$ cat config.mk
export PLATFORM = sky130hd
export DESIGN_NAME = apb_mem_arbiter_flat
export DESIGN_NICKNAME = d
export VERILOG_FILES = /design/src/rtl/apb_mem_arbiter_pkg.sv /design/src/rtl/apb_mem_arbiter_if.sv /design/src/rtl/apb_mem_arbiter_watchdog.sv /design/src/rtl/apb_mem_arbiter.sv /design/src/flat_wrapper.sv
export SDC_FILE = /design/constraint.sdc
export NUM_CORES = 1
export LEC_CHECK = 0
export CAP_MARGIN = 20
export CORE_AREA = 2 2 121 123
export CTS_BUF_LIST = sky130_fd_sc_hd__clkbuf_8
export DETAILED_ROUTE_END_ITERATION = 8
export DIE_AREA = 0 0 123 125
export GPL_TIMING_DRIVEN = 0
export MAX_ROUTING_LAYER = met4
export PLACE_DENSITY = 0.71
export REMOVE_ABC_BUFFERS = 1
export SYNTH_ARGS = -nofsm -noshare
export SYNTH_HDL_FRONTEND = slang
export SYNTH_SLANG_ARGS = --single-unit
$ cat constraint.sdc
create_clock -name clk -period 1.9 [get_ports clk]
set_input_delay 0.38 -clock clk [delete_from_list [all_inputs] [get_ports clk]]
set_output_delay 0.38 -clock clk [all_outputs]
set_load 0.1 [all_outputs]
$ cat src/rtl/apb_mem_arbiter_pkg.sv
// Shared types for the APB memory arbiter.
// Contents: FSM state enum, grant enum, bus widths and the tie-break helper used by the
// top-level grant selection.
package apb_mem_arbiter_pkg;

  localparam int unsigned APB_AW = 32;
  localparam int unsigned APB_DW = 32;

  typedef enum logic [1:0] {ARB_IDLE, ARB_SETUP, ARB_ACCESS} arb_state_t;

  typedef enum logic {GNT_IMEM, GNT_DMEM} arb_gnt_t;

  // Picks the winner among the current requesters. A lone request always wins. On a tie,
  // round-robin hands the bus to the port that did not win last time; otherwise dmem wins.
  function automatic arb_gnt_t arb_pick(input logic     req_imem,
                                        input logic     req_dmem,
                                        input arb_gnt_t last,
                                        input bit       rr_en);
    if (req_imem && req_dmem) begin
      if (rr_en) return (last == GNT_IMEM) ? GNT_DMEM : GNT_IMEM;
      return GNT_DMEM;
    end
    if (req_dmem) return GNT_DMEM;
    return GNT_IMEM;
  endfunction

endpackage

$ cat src/rtl/apb_mem_arbiter_if.sv
// APB bus bundle used on all three arbiter ports.
// Signals: psel, penable, pwrite, paddr[31:0], pwdata[31:0] (master -> slave);
//          prdata[31:0], pready, pslverr (slave -> master).
// Modports: master (drives the request side), slave (drives the response side).
interface apb_if;
  import apb_mem_arbiter_pkg::*;

  logic              psel;
  logic              penable;
  logic              pwrite;
  logic [APB_AW-1:0] paddr;
  logic [APB_DW-1:0] pwdata;
  logic [APB_DW-1:0] prdata;
  logic              pready;
  logic              pslverr;

  modport master (
    output psel, penable, pwrite, paddr, pwdata,
    input  prdata, pready, pslverr
  );

  modport slave (
    input  psel, penable, pwrite, paddr, pwdata,
    output prdata, pready, pslverr
  );

endinterface

$ cat src/rtl/apb_mem_arbiter_watchdog.sv
// Watchdog for one downstream APB transfer.
// Ports:
//   clk     clock, rising edge
//   rst     synchronous active-high reset
//   start   clears the counter (asserted the cycle before ACCESS)
//   run     downstream transfer is in ACCESS
//   done    downstream pready
//   expire  ACCESS has lasted TIMEOUT_CYCLES cycles without pready
// Parameter TIMEOUT_CYCLES: 0 removes the counter and expire stays low.
module apb_arb_watchdog
  import apb_mem_arbiter_pkg::*;
#(
  parameter int unsigned TIMEOUT_CYCLES = 64
) (
  input  logic clk,
  input  logic rst,
  input  logic start,
  input  logic run,
  input  logic done,
  output logic expire
);

  if (TIMEOUT_CYCLES == 0) begin : g_off
    logic w_unused_ok;
    assign w_unused_ok = ^{clk, rst, start, run, done};
    assign expire      = 1'b0;
  end else begin : g_on
    localparam int unsigned CntW = $clog2(TIMEOUT_CYCLES + 1);
    localparam logic [CntW-1:0] CntMax  = '1;
    localparam logic [CntW-1:0] CntLast = CntW'(TIMEOUT_CYCLES - 1);

    logic [CntW-1:0] r_cnt;
    logic [CntW-1:0] w_cnt_d;

    // Saturating count of ACCESS cycles that ended without pready.
    always_comb begin
      w_cnt_d = r_cnt;
      if (start) begin
        w_cnt_d = '0;
      end else if (run && !done && (r_cnt != CntMax)) begin
        w_cnt_d = r_cnt + 1'b1;
      end
    end

    always_ff @(posedge clk) begin
      if (rst) r_cnt <= '0;
      else     r_cnt <= w_cnt_d;
    end

    assign expire = run && !done && (r_cnt == CntLast);
  end

endmodule

$ cat src/rtl/apb_mem_arbiter.sv
// Shares one APB memory slave between the core's instruction and data APB masters.
// Transfers are serialised: IDLE (grant + latch) -> SETUP -> ACCESS -> IDLE.
// Ports:
//   clk          clock, rising edge
//   rst          synchronous active-high reset
//   imem_apb     upstream APB slave port (core instruction master)
//   dmem_apb     upstream APB slave port (core data master)
//   mem_apb      downstream APB master port (shared memory)
//   busy         FSM not in IDLE
//   grant        0 = imem, 1 = dmem; owner of the current/last transfer
//   timeout_err  one-cycle pulse when the watchdog forces a completion
// Parameter TIMEOUT_CYCLES: ACCESS cycles allowed before forced error completion, 0 disables.
// Macro ARB_ROUND_ROBIN_EN: when defined, ties alternate between the ports; otherwise dmem
// always wins ties.
module apb_mem_arbiter
  import apb_mem_arbiter_pkg::*;
#(
  parameter int unsigned TIMEOUT_CYCLES = 64
) (
  input  logic  clk,
  input  logic  rst,
  apb_if.slave  imem_apb,
  apb_if.slave  dmem_apb,
  apb_if.master mem_apb,
  output logic  busy,
  output logic  grant,
  output logic  timeout_err
);

`ifdef ARB_ROUND_ROBIN_EN
  localparam bit RrEn = 1'b1;
`else
  localparam bit RrEn = 1'b0;
`endif

  arb_state_t        r_state, w_state_d;
  arb_gnt_t          r_grant, w_grant_d;
  logic              r_pwrite, w_pwrite_d;
  logic [APB_AW-1:0] r_paddr, w_paddr_d;
  logic [APB_DW-1:0] r_pwdata, w_pwdata_d;

  logic     w_req_any;
  arb_gnt_t w_winner;
  logic     w_wd_expire;
  logic     w_in_access;
  logic     w_complete;
  logic     w_unused_ok;

  // Upstream penable plays no part in arbitration.
  assign w_unused_ok = imem_apb.penable ^ dmem_apb.penable;

  assign w_req_any = imem_apb.psel | dmem_apb.psel;
  assign w_winner  = arb_pick(imem_apb.psel, dmem_apb.psel, r_grant, RrEn);

  // State register plus the request latch.
  always_ff @(posedge clk) begin
    if (rst) begin
      r_state  <= ARB_IDLE;
      r_grant  <= GNT_IMEM;
      r_pwrite <= 1'b0;
      r_paddr  <= '0;
      r_pwdata <= '0;
    end else begin
      r_state  <= w_state_d;
      r_grant  <= w_grant_d;
      r_pwrite <= w_pwrite_d;
      r_paddr  <= w_paddr_d;
      r_pwdata <= w_pwdata_d;
    end
  end

  // Next-state: the winner's request is captured only in IDLE, so later upstream changes are
  // invisible to the downstream transfer.
  always_comb begin
    w_state_d  = r_state;
    w_grant_d  = r_grant;
    w_pwrite_d = r_pwrite;
    w_paddr_d  = r_paddr;
    w_pwdata_d = r_pwdata;
    unique case (r_state)
      ARB_IDLE: begin
        if (w_req_any) begin
          w_state_d = ARB_SETUP;
          w_grant_d = w_winner;
          if (w_winner == GNT_DMEM) begin
            w_pwrite_d = dmem_apb.pwrite;
            w_paddr_d  = dmem_apb.paddr;
            w_pwdata_d = dmem_apb.pwdata;
          end else begin
            w_pwrite_d = imem_apb.pwrite;
            w_paddr_d  = imem_apb.paddr;
            w_pwdata_d = imem_apb.pwdata;
          end
        end
      end
      ARB_SETUP:  w_state_d = ARB_ACCESS;
      ARB_ACCESS: if (mem_apb.pready || w_wd_expire) w_state_d = ARB_IDLE;
      default:    w_state_d = ARB_IDLE;
    endcase
  end

  assign w_in_access = (r_state == ARB_ACCESS);
  assign w_complete  = w_in_access && (mem_apb.pready || w_wd_expire);

  // Outputs: downstream request from the latch, responses routed to the granted port only.
  always_comb begin
    mem_apb.psel    = (r_state != ARB_IDLE);
    mem_apb.penable = w_in_access;
    mem_apb.pwrite  = r_pwrite;
    mem_apb.paddr   = r_paddr;
    mem_apb.pwdata  = r_pwdata;

    imem_apb.pready  = w_complete && (r_grant == GNT_IMEM);
    imem_apb.pslverr = w_in_access && (r_grant == GNT_IMEM) && (mem_apb.pslverr || w_wd_expire);
    imem_apb.prdata  = imem_apb.pready ? mem_apb.prdata : '0;

    dmem_apb.pready  = w_complete && (r_grant == GNT_DMEM);
    dmem_apb.pslverr = w_in_access && (r_grant == GNT_DMEM) && (mem_apb.pslverr || w_wd_expire);
    dmem_apb.prdata  = dmem_apb.pready ? mem_apb.prdata : '0;

    busy        = (r_state != ARB_IDLE);
    grant       = r_grant;
    timeout_err = w_wd_expire;
  end

  apb_arb_watchdog #(
    .TIMEOUT_CYCLES(TIMEOUT_CYCLES)
  ) u_watchdog (
    .clk   (clk),
    .rst   (rst),
    .start (r_state == ARB_SETUP),
    .run   (w_in_access),
    .done  (mem_apb.pready),
    .expire(w_wd_expire)
  );

endmodule

$ cat src/flat_wrapper.sv
// flat-port wrapper written by rule: the top's interface ports become plain ports
module apb_mem_arbiter_flat import apb_mem_arbiter_pkg::*;
#(
  parameter int unsigned TIMEOUT_CYCLES = 64
)
  (clk, rst, busy, grant, timeout_err, imem_apb_psel, imem_apb_penable, imem_apb_pwrite, imem_apb_paddr, imem_apb_pwdata, imem_apb_prdata, imem_apb_pready, imem_apb_pslverr, dmem_apb_psel, dmem_apb_penable, dmem_apb_pwrite, dmem_apb_paddr, dmem_apb_pwdata, dmem_apb_prdata, dmem_apb_pready, dmem_apb_pslverr, mem_apb_psel, mem_apb_penable, mem_apb_pwrite, mem_apb_paddr, mem_apb_pwdata, mem_apb_prdata, mem_apb_pready, mem_apb_pslverr);
  apb_if imem_apb_i ();
  apb_if dmem_apb_i ();
  apb_if mem_apb_i ();
  input  logic clk;
  input  logic rst;
  output logic busy;
  output logic grant;
  output logic timeout_err;
  input wire logic [$bits(imem_apb_i.psel)-1:0] imem_apb_psel;
  input wire logic [$bits(imem_apb_i.penable)-1:0] imem_apb_penable;
  input wire logic [$bits(imem_apb_i.pwrite)-1:0] imem_apb_pwrite;
  input wire logic [$bits(imem_apb_i.paddr)-1:0] imem_apb_paddr;
  input wire logic [$bits(imem_apb_i.pwdata)-1:0] imem_apb_pwdata;
  output wire logic [$bits(imem_apb_i.prdata)-1:0] imem_apb_prdata;
  output wire logic [$bits(imem_apb_i.pready)-1:0] imem_apb_pready;
  output wire logic [$bits(imem_apb_i.pslverr)-1:0] imem_apb_pslverr;
  input wire logic [$bits(dmem_apb_i.psel)-1:0] dmem_apb_psel;
  input wire logic [$bits(dmem_apb_i.penable)-1:0] dmem_apb_penable;
  input wire logic [$bits(dmem_apb_i.pwrite)-1:0] dmem_apb_pwrite;
  input wire logic [$bits(dmem_apb_i.paddr)-1:0] dmem_apb_paddr;
  input wire logic [$bits(dmem_apb_i.pwdata)-1:0] dmem_apb_pwdata;
  output wire logic [$bits(dmem_apb_i.prdata)-1:0] dmem_apb_prdata;
  output wire logic [$bits(dmem_apb_i.pready)-1:0] dmem_apb_pready;
  output wire logic [$bits(dmem_apb_i.pslverr)-1:0] dmem_apb_pslverr;
  output wire logic [$bits(mem_apb_i.psel)-1:0] mem_apb_psel;
  output wire logic [$bits(mem_apb_i.penable)-1:0] mem_apb_penable;
  output wire logic [$bits(mem_apb_i.pwrite)-1:0] mem_apb_pwrite;
  output wire logic [$bits(mem_apb_i.paddr)-1:0] mem_apb_paddr;
  output wire logic [$bits(mem_apb_i.pwdata)-1:0] mem_apb_pwdata;
  input wire logic [$bits(mem_apb_i.prdata)-1:0] mem_apb_prdata;
  input wire logic [$bits(mem_apb_i.pready)-1:0] mem_apb_pready;
  input wire logic [$bits(mem_apb_i.pslverr)-1:0] mem_apb_pslverr;
  assign imem_apb_i.psel = imem_apb_psel;
  assign imem_apb_i.penable = imem_apb_penable;
  assign imem_apb_i.pwrite = imem_apb_pwrite;
  assign imem_apb_i.paddr = imem_apb_paddr;
  assign imem_apb_i.pwdata = imem_apb_pwdata;
  assign imem_apb_prdata = imem_apb_i.prdata;
  assign imem_apb_pready = imem_apb_i.pready;
  assign imem_apb_pslverr = imem_apb_i.pslverr;
  assign dmem_apb_i.psel = dmem_apb_psel;
  assign dmem_apb_i.penable = dmem_apb_penable;
  assign dmem_apb_i.pwrite = dmem_apb_pwrite;
  assign dmem_apb_i.paddr = dmem_apb_paddr;
  assign dmem_apb_i.pwdata = dmem_apb_pwdata;
  assign dmem_apb_prdata = dmem_apb_i.prdata;
  assign dmem_apb_pready = dmem_apb_i.pready;
  assign dmem_apb_pslverr = dmem_apb_i.pslverr;
  assign mem_apb_psel = mem_apb_i.psel;
  assign mem_apb_penable = mem_apb_i.penable;
  assign mem_apb_pwrite = mem_apb_i.pwrite;
  assign mem_apb_paddr = mem_apb_i.paddr;
  assign mem_apb_pwdata = mem_apb_i.pwdata;
  assign mem_apb_i.prdata = mem_apb_prdata;
  assign mem_apb_i.pready = mem_apb_pready;
  assign mem_apb_i.pslverr = mem_apb_pslverr;
  apb_mem_arbiter #(.TIMEOUT_CYCLES(TIMEOUT_CYCLES)) u_core (.clk(clk), .rst(rst), .imem_apb(imem_apb_i), .dmem_apb(dmem_apb_i), .mem_apb(mem_apb_i), .busy(busy), .grant(grant), .timeout_err(timeout_err));
endmodule
# ---- Word-level counts from Yosys, hierarchy flattened
# Index checks and enable logic that the tools add are counted.
dict set report classes {
  eq_ne 6
  n_reduce_logical 19
  n_mux 15
  bitwise 2
  add_sub_neg 1
}
# operator n
set op_table {}
lappend op_table {{2-to-1 mux 32 bit} 4}
lappend op_table {{logical AND 1 bit} 11}
lappend op_table {{2-to-1 mux 1 bit} 8}
lappend op_table {{adder 7 x 1 -> 7 bit, second input constant} 1}
lappend op_table {{== test 7 x 6 -> 1 bit, second input constant} 1}
lappend op_table {{!= test 7 bit, second input constant} 1}
lappend op_table {{case mux 2 bit (3 select lines)} 1}
lappend op_table {{2-to-1 mux 2 bit} 2}
lappend op_table {{!= test 2 x 1 -> 1 bit, second input constant} 2}
lappend op_table {{AND reduction 2 bit} 2}
lappend op_table {{== test 2 x 1 -> 1 bit, second input constant} 1}
lappend op_table {{== test 2 bit, second input constant} 1}
lappend op_table {{logical NOT 2 bit} 1}
lappend op_table {{logical OR 1 bit} 2}
lappend op_table {{nonzero test 2 bit} 1}
lappend op_table {{OR reduction 2 bit} 1}
lappend op_table {{logical NOT 1 bit} 1}
lappend op_table {{inverter 1 bit} 1}
lappend op_table {{bitwise OR 1 bit} 1}
dict set report totals {
  word_cells 49
  reg_bits 75
}

# ---- Longest topological paths before layout
# Gate-level depths: netlist (run 1).
dict set report logic_depth {
  ltp_word 7
  mapped_depth 7
  ltp_nobuf 5
}

# ---- Hierarchy
# Synthesis (run 1) repeated with hierarchy kept, for this count alone.
dict set report unflattened {
  hier_cells 431
  hier_area_um2 4488.1
}
# module seq_area_each_um2 cells_each area_per_inst_um2 instances
set modules_own_cells {}
lappend modules_own_cells {apb_mem_arbiter 1361.3 391 4135.2 1}
lappend modules_own_cells {apb_arb_watchdog 140.1 40 352.8 1}

# ---- Worst setup path after synthesis (run 1)
# Ideal clock, no wire load.
dict set report synth_path {
  kind {reg-to-output}
  from {register u_core.u_watchdog.g_on.r_cnt[0]}
  to {output imem_apb_pslverr}
  t_required_ns 1.520
  n_path_buf 0
  setup_slack_ns -3.188
  t_arrival_ns 4.708
  stages_incl_launch_ff 6
  cell_sequence {dfxtp_1 > ha_1 > nand4_2 > nor4_2 > nor2_1 > nor3_1}
}
dict set report synth_via {
  elab_chain_len 4
}
# element line_no
set synth_lines {}
lappend synth_lines {{start: declaration} apb_mem_arbiter_watchdog.sv:32} ;# logic [CntW-1:0] r_cnt;
lappend synth_lines {{start signal: assignment} apb_mem_arbiter_watchdog.sv:47} ;# else r_cnt <= w_cnt_d;
lappend synth_lines {{== test 7 x 6 -> 1 bit} apb_mem_arbiter_watchdog.sv:50} ;# assign expire = run && !done && (r_cnt == CntLast);
lappend synth_lines {{logical AND 1 bit} apb_mem_arbiter_watchdog.sv:50}
lappend synth_lines {{net timeout_err} flat_wrapper.sv:14} ;# output logic timeout_err;
lappend synth_lines {{logical OR 1 bit} apb_mem_arbiter.sv:114} ;# imem_apb.pslverr = w_in_access && (r_grant == GNT_IMEM) && (mem_apb.pslverr || w_wd_expire);
lappend synth_lines {{logical AND 1 bit} apb_mem_arbiter.sv:114}
lappend synth_lines {{end: declaration} flat_wrapper.sv:22} ;# output wire logic [$bits(imem_apb_i.pslverr)-1:0] imem_apb_pslverr;
# The timed path passes the listed nets, and every way through them passes these cells.

# ---- Worst setup path in the final report (run 1)
dict set report layout_path {
  from {register u_core.u_watchdog.g_on.r_cnt[1]}
  to {output imem_apb_prdata[16]}
}
dict set report layout_via {
  elab_chain_len 6
}
# element line_no
set layout_lines {}
lappend layout_lines {{== test 7 x 6 -> 1 bit} apb_mem_arbiter_watchdog.sv:50}
lappend layout_lines {{logical AND 1 bit} apb_mem_arbiter_watchdog.sv:50}
lappend layout_lines {{logical OR 1 bit} apb_mem_arbiter.sv:103} ;# assign w_complete = w_in_access && (mem_apb.pready || w_wd_expire);
lappend layout_lines {{logical AND 1 bit} apb_mem_arbiter.sv:103}
lappend layout_lines {{logical AND 1 bit} apb_mem_arbiter.sv:113} ;# imem_apb.pready = w_complete && (r_grant == GNT_IMEM);
lappend layout_lines {{2-to-1 mux 32 bit} apb_mem_arbiter.sv:115} ;# imem_apb.prdata = imem_apb.pready ? mem_apb.prdata : '0;
lappend layout_lines {{end: declaration} flat_wrapper.sv:20} ;# output wire logic [$bits(imem_apb_i.prdata)-1:0] imem_apb_prdata;
# Every way passes these cells.

==> summary.txt, run 1 <==
Run status
  • Violated checks: setup timing
  • Outcome: finished, violations left

Clocking
  • Worst-skew pair later-pin latency: approximately 0.34 ns
  • Cts bufs inserted: 9
  • Clk slew on worst S/H paths: around 0.070 ns
  • Root buf cell: clkbuf_8
  • H-tree levels: 3
  • Hold buffers post-CTS: 0
  • Clock sink count: between 70 and 80
  • CTS max path bufs: 2
  • CTS tree: yes

Floorplan
  • Cell Rows: between 40 and 50
  • Die Y: 125 um
  • Core Region: roughly 14000 um^2
  • I/O pin cnt: about 310
  • Die width: between 100 and 150 um
  • Starting Density: around a quarter
  • Die Area: 15400 um^2

Global routing
  • GR Util All Layers: ~20%
  • Grt ovf: 0
  • Pin count of the biggest net entering global routing: between 70 and 80
  • First-pass GRT wire length: 23500 um
  • Initial antenna violation count: 3
  • Global Route met1 Usage: between 20% and 30%
  • Vias in the first global route: ~4.4k
  • Grt peak-use layer: met2
  • Met3 Use GR: 5.47%
  • Met2 usage: 36.9%

Min path
  • Worst Hold Path EP: u_core.u_watchdog.g_on.r_cnt[6]$_SDFFE_PP0P_
  • Hold depth: 2
  • Worst Hold Launch: u_core.u_watchdog.g_on.r_cnt[6]$_SDFFE_PP0P_
  • Class of the worst hold path: flip-flop to flip-flop

STA
  • Period utilization: 126%
  • Worst setup margin: -0.499 ns
  • Setup Viol. Count Final: 70
  • RSZ-0062 raised after global routing: true
  • Hold Vio Cnt, Final: 0
  • Post-route minimum period: between 2 and 2.5 ns
  • Fin Clk Skew: ~0.013 ns
  • Slew @ Worst Pin: a little under 1 ns
  • Fin. max-slew vios: 0
  • Slew headroom: between 30% and 40%
  • Min Hold Slack: 0.490 ns
  • Max Freq: between 0.4 and 0.5 GHz

Layout
  • FILL cells: 1182
  • Register Area: 1510 um^2
  • Final instance area: ~8300 um^2
  • Commonest non-fill, non-tap cell in the layout: clkdlybuf4s50_1
  • Net count, final: between 800 and 900
  • Most frequent cells in the layout: clkdlybuf4s50_1, nor2_1, buf_12, dfxtp_1
  • Fin util: about three fifths
  • Area grow syn2layout: 120%
  • Multi-input gate area: between 2000 and 2500 um^2
  • Layout cells sized above 1: 35.4%

Logic synthesis
  • FFs w/ async S/R, synth: 0%
  • Post-synthesis sequential area ratio: roughly two fifths
  • FF+latch count, synth: 75
  • Mapped cell area: 3790 um^2
  • Post-synth EDFFs: 0
  • Post-synth top flop: dfxtp_1
  • Syn Area/Cell: ~9 um^2
  • Synthesized instance count: ~420
  • Synth unique cells: 32
  • Ys Warns: 0

Power
  • Max VDD drop: between 0.3 and 0.4 mV
  • P_leak: 3.37 nW
  • Pwr Total: approximately 5.8 mW
  • Pint: around 3.1 mW
  • Comb power frac: around half
  • Power Dens Cells: about 700 nW/um^2
  • Clock power frac: about a fifth
  • Net Sw Frac: 46.3%
  • Register share of total power: about a third
  • Sw power: around 2.7 mW

Routing
  • DRC Markers: 0
  • DR vias: roughly 4.3k
  • Routed vias/inst: 4.71
  • Post-Route WL: 16300 um
  • Avg WL per Cell: between 15 and 20 um
  • Post-DRT Antenna Nets: 0
  • Drt first-iter violations: 117
  • Pre-Repair DR Iteration Count: 4

Critical path
  • Flop2flop setup slack: 0.23 ns
  • Max Fanout on Critical Path: 8
  • R2R Path End: u_core.mem_apb.pwdata[11]$_SDFFE_PP0P_
  • Required time of the critical path: about 1.5 ns
  • R2R Path Start: u_core.r_state[1]$_SDFFE_PP0P_
  • Setup crit end kind: primary output
  • R2R depth: 5
  • Setup CP Type: flip-flop to primary output
  • Worst setup SP type: flip-flop
  • Data arrival, critical path: 2.02 ns

Placement
  • Post-DP HPWL: approximately 11000 um
  • IO buf count: 305
  • Global placer's final weighted congestion: 0.830
  • DP Area: 6960 um^2

Flow run
  • Max_cap viols: 0
## synth_stat cells, types with 2 or more instances
cell / count / area [um^2]
a211oi_1: 65 / 488
nor3_1: 2 / 10.0
o21ai_0: 3 / 15.0
o211ai_1: 2 / 15.0
nand2_1: 7 / 26.3
a21oi_1: 3 / 15.0
nor2_2: 2 / 12.5
nand2b_1: 4 / 25.0
nand3_1: 2 / 10.0
dfxtp_1: 75 / 1500
inv_1: 2 / 7.51
mux2i_1: 65 / 651
buf_2: 23 / 115
clkbuf_1: 8 / 30.0
nor2_1: 73 / 274
xor2_1: 2 / 17.5
nor2b_1: 2 / 12.5
and2_1: 64 / 400
buf_4: 6 / 45.0
## sequential cells by signal, summed over array words and instances, names as in the netlist
| register | flops |
|---|---|
| u_core.grant | 1 |
| u_core.mem_apb.paddr | 32 |
| u_core.mem_apb.pwdata | 32 |
| u_core.mem_apb.pwrite | 1 |
| u_core.r_state | 2 |
| u_core.u_watchdog.g_on.r_cnt | 7 |
## critical path, cell delays in order (launching register included)
cell and delay (ns):
dfxtp_4 0.36, ha_4 0.15, nand4_4 0.11, o21ba_4 0.27
buf_6 0.13, nor3_4 0.16, buf_6 0.17, and2_4 0.16
buf_12 0.17
## what timing repair did
item | CTS | global route
setup endpoints to repair | 138 | 109
pin swaps | 27 | 11
gates cloned | 3 | 2
resized for setup | 908 | 16
setup buffers | 13 | 4
## cells by family (layout without fill, tap and decap cells)
family	Yosys count	count (layout)	synth area share (%)
compound gates	77	79	14.9
xor+xnor	2	2	0.462
fa+ha+maj	1	1	0.330
buf+inv	40	342	5.31
flops	75	75	39.6
mux	65	65	17.1
other cells	0	3	0
simple gates	163	165	22.3
## routing by layer
layer / vias to the layer above / part of all wire [%]
li1: 2089 / -
met1: 1984 / 37
met2: 211 / 52
met3: 28 / 8.2
met4: 0 / 3.0
met5: - / 0
## worst max path at each step
stage	cells past startpoint	to	start
2_1_floorplan	5	imem_apb_pslverr	u_core.u_watchdog.g_on.r_cnt[0]$_SDFFE_PP0P_
3_3_place_gp	3	u_core.mem_apb.paddr[7]$_SDFFE_PP0P_	dmem_apb_psel
3_5_place_dp	5	dmem_apb_prdata[7]	mem_apb_pready
4_1_cts	8	imem_apb_prdata[12]	u_core.u_watchdog.g_on.r_cnt[0]$_SDFFE_PP0P_
5_1_grt	8	imem_apb_prdata[4]	u_core.u_watchdog.g_on.r_cnt[1]$_SDFFE_PP0P_
6_report	8	imem_apb_prdata[16]	u_core.u_watchdog.g_on.r_cnt[1]$_SDFFE_PP0P_
## metrics by stage
step | worst slack, ns | instances | TNS, ns
after floorplan | -3.19 | 385 | -195.68
after global placement | -5.29 | 874 | -471.99
after detailed placement | -1.76 | 877 | -123.69
after CTS | -0.519 | 909 | -31.07
after global routing | -0.582 | 916 | -36.64
final | -0.499 | 916 | -30.68
## layout make-up
class	instances	share of cell area, %
diodes	3	0.0901
well taps	184	2.76
clock inverters	6	0.480
inverters	2	0.0901
multi-input cells	312	28.4
clock buffers	10	1.65
repair buffers	324	48.4
flip-flops and latches	75	18.1
## power by group through the flow
| stage | combinational [mW] | sequential [mW] | clock [mW] |
|---|---|---|---|
| 2_1_floorplan | 0.633 | 3.11 | 0 |
| 3_3_place_gp | 2.81 | 1.87 | 0 |
| 3_5_place_dp | 2.78 | 1.88 | 0 |
| 4_1_cts | 2.85 | 1.85 | 1.16 |
| 5_1_grt | 2.96 | 1.87 | 1.24 |
| 6_report | 2.86 | 1.85 | 1.10 |
Note: power is estimated with default switching activity, not from simulation.
==> run 2: changes to the inputs <==
- RECOVER_POWER: unset -> 25
==> run 2 against run 1 <==
The run still ends with setup timing left. Clock-buffer cell count stayed put. Final area is 0.18% lower. Worst setup slack hardly changed. Combinational power hardly changed. Die area stayed put. Via count is 0.30% lower. Utilization is 0.11 points lower. Clock power hardly changed. Critical endpoint is now imem_apb_prdata[28].
==> summary.txt, run 2 (same netlist as run 1, synthesis figures left out) <==
Clocking
  • CTS max path bufs: 2
  • Worst-skew pair later-pin latency: 0.34 ns
  • Hold buffers post-CTS: 0
  • CTS tree: yes
  • H-tree levels: 3
  • Clk slew on worst S/H paths: ~0.070 ns
  • Cts bufs inserted: 9
  • Root buf cell: clkbuf_8
  • Clock sink count: 75

Layout
  • FILL cells: 1185
  • Most frequent cells in the layout: clkdlybuf4s50_1, nor2_1, buf_12, dfxtp_1
  • Commonest non-fill, non-tap cell in the layout: clkdlybuf4s50_1
  • Net count, final: between 800 and 900
  • Multi-input gate area: approximately 2300 um^2
  • Layout cells sized above 1: 35.1%
  • Register Area: 1510 um^2
  • Layout Cells excl Fill: 916
  • Area grow syn2layout: 119%

STA
  • Period utilization: 126%
  • Worst setup margin: -0.499 ns
  • Fin. max-slew vios: 0
  • Min Hold Slack: between 0.4 and 0.5 ns
  • Slew @ Worst Pin: between 0.9 and 1 ns
  • Fin Clk Skew: ~0.013 ns
  • Slew headroom: between 30% and 40%
  • RSZ-0062 raised after global routing: true
  • Setup Viol. Count Final: 108
  • Post-route minimum period: between 2 and 2.5 ns
  • Hold Vio Cnt, Final: 0
  • Max Freq: 0.417 GHz

Min path
  • Worst Hold Launch: u_core.u_watchdog.g_on.r_cnt[6]$_SDFFE_PP0P_
  • Class of the worst hold path: flip-flop to flip-flop

Routing
  • Routed vias/inst: roughly 4.7
  • DRC Markers: 0
  • Pre-Repair DR Iteration Count: 4
  • Drt first-iter violations: approximately 130
  • Avg WL per Cell: approximately 18 um
  • Post-DRT Antenna Nets: 0
  • DR vias: 4299
  • Post-Route WL: about 16000 um

Run status
  • Outcome: finished, violations left
  • Violated checks: setup timing

Global routing
  • Initial antenna violation count: 3
  • Pin count of the biggest net entering global routing: 76
  • Vias in the first global route: 4374
  • Grt ovf: 0
  • GR Util All Layers: slightly above 20%
  • First-pass GRT wire length: 23500 um

Critical path
  • Required time of the critical path: 1.52 ns
  • Data arrival, critical path: ~2 ns
  • Flop2flop setup slack: about 0.06 ns
  • Max Fanout on Critical Path: 8
  • Worst setup path endpoint: imem_apb_prdata[28]
  • Max stage delay on crit path: 0.36 ns
  • Critical-path top delay cell: dfxtp_4
  • R2R depth: 4
  • Worst setup SP type: flip-flop
  • R2R Path Start: u_core.r_state[1]$_SDFFE_PP0P_
  • Worst setup path startpoint: u_core.u_watchdog.g_on.r_cnt[1]$_SDFFE_PP0P_
  • R2R Path End: u_core.u_watchdog.g_on.r_cnt[4]$_SDFFE_PP0P_
  • Most frequent CP cell: buf_6
  • Critical-path cell list: ha_4 > nand4_4 > o21ba_4 > buf_6 > nor3_4 > buf_6 > and2_4 > buf_12
  • Setup crit end kind: primary output
  • Setup CP Type: flip-flop to primary output

Flow run
  • Max_cap viols: 0

Floorplan
  • Core Region: about 14000 um^2
  • I/O pin cnt: around 300
  • Starting Density: 26.7%
  • Die width: between 100 and 150 um
  • Die Area: between 15000 and 20000 um^2
  • Cell Rows: 44
  • Die Y: roughly 130 um

Placement
  • IO buf count: between 300 and 400
  • Post-DP HPWL: about 11000 um
  • Global placer's final weighted congestion: approximately 0.83
  • Place WS: -1.76 ns
  • Dpl cells: roughly 880

Power
  • P_leak: about 3.4 nW
  • Power Dens Cells: between 600 and 700 nW/um^2
  • Max VDD drop: 0.390 mV
==> run 2: per-stage QoR <==
| stage | utilization (%) | instance area, um^2 | TNS (ns) | power (mW) |
|---|---|---|---|---|
| 2_1_floorplan | - | 3600 | -195.68 | 3.74 |
| 3_3_place_gp | 48.5 | 6880 | -471.99 | 4.68 |
| 3_5_place_dp | 49.0 | 6960 | -123.69 | 4.66 |
| 4_1_cts | 58.4 | 8300 | -31.07 | 5.86 |
| 5_1_grt | 58.6 | 8320 | -41.86 | 6.07 |
| 6_report | 58.6 | 8320 | -33.11 | 5.81 |
==> run 2: how the worst min path moves through the flow <==
| stage | end | slack, ns | cells after the start |
|---|---|---|---|
| after floorplan | u_core.r_state[1]$_SDFFE_PP0P_ | 0.45 | 1 |
| after global placement | u_core.u_watchdog.g_on.r_cnt[6]$_SDFFE_PP0P_ | 0.48 | 2 |
| after detailed placement | u_core.u_watchdog.g_on.r_cnt[6]$_SDFFE_PP0P_ | 0.48 | 2 |
| after CTS | u_core.grant$_SDFFE_PP0P_ | 0.50 | 2 |
| after global routing | u_core.u_watchdog.g_on.r_cnt[6]$_SDFFE_PP0P_ | 0.52 | 2 |
| final | u_core.u_watchdog.g_on.r_cnt[6]$_SDFFE_PP0P_ | 0.49 | 2 |
==> run 2: final cells by class <==
type | count | area share (%)
antenna | 3 | 0.0902
clock buffer | 10 | 1.65
clock inverter | 6 | 0.481
inverter | 2 | 0.0902
multi-input combinational | 312 | 28.2
sequential | 75 | 18.2
tap | 184 | 2.77
timing repair buffer | 324 | 48.5
==> run 2: per-layer routing <==
layer  vias up  wire length [um]  track usage [%]
li1       2091                 -                -
met1      1972              5980             20.3
met2       208              8400             36.9
met3        28              1370             5.47
met4         0               528             8.29
met5         -                 0                -
==> run 2: worst max-delay path: cells and delay by family, from the launching register on <==
family	cells	cell delay, ns
fa+ha+maj	1	0.15
flops	1	0.36
compound gates	1	0.27
simple gates	3	0.43
buf+inv	3	0.47
==> run 2: power by group <==
| part | switching, mW | total, mW | internal (mW) | leakage, nW |
|---|---|---|---|---|
| Clock | 0.593 | 1.10 | 0.507 | 0.0861 |
| Sequential | 0.0992 | 1.85 | 1.75 | 0.624 |
| Combinational | 2.00 | 2.86 | 0.862 | 2.66 |
| Total | 2.69 | 5.81 | 3.12 | 3.37 |
==> run 2: what timing repair did <==
item | 4_1_cts | 5_1_grt
gates cloned | 3 | 2
gates resized for setup | 908 | 16
buffers inserted | 13 | 4
endpoints found under the setup margin | 138 | 109
pin swaps | 27 | 11
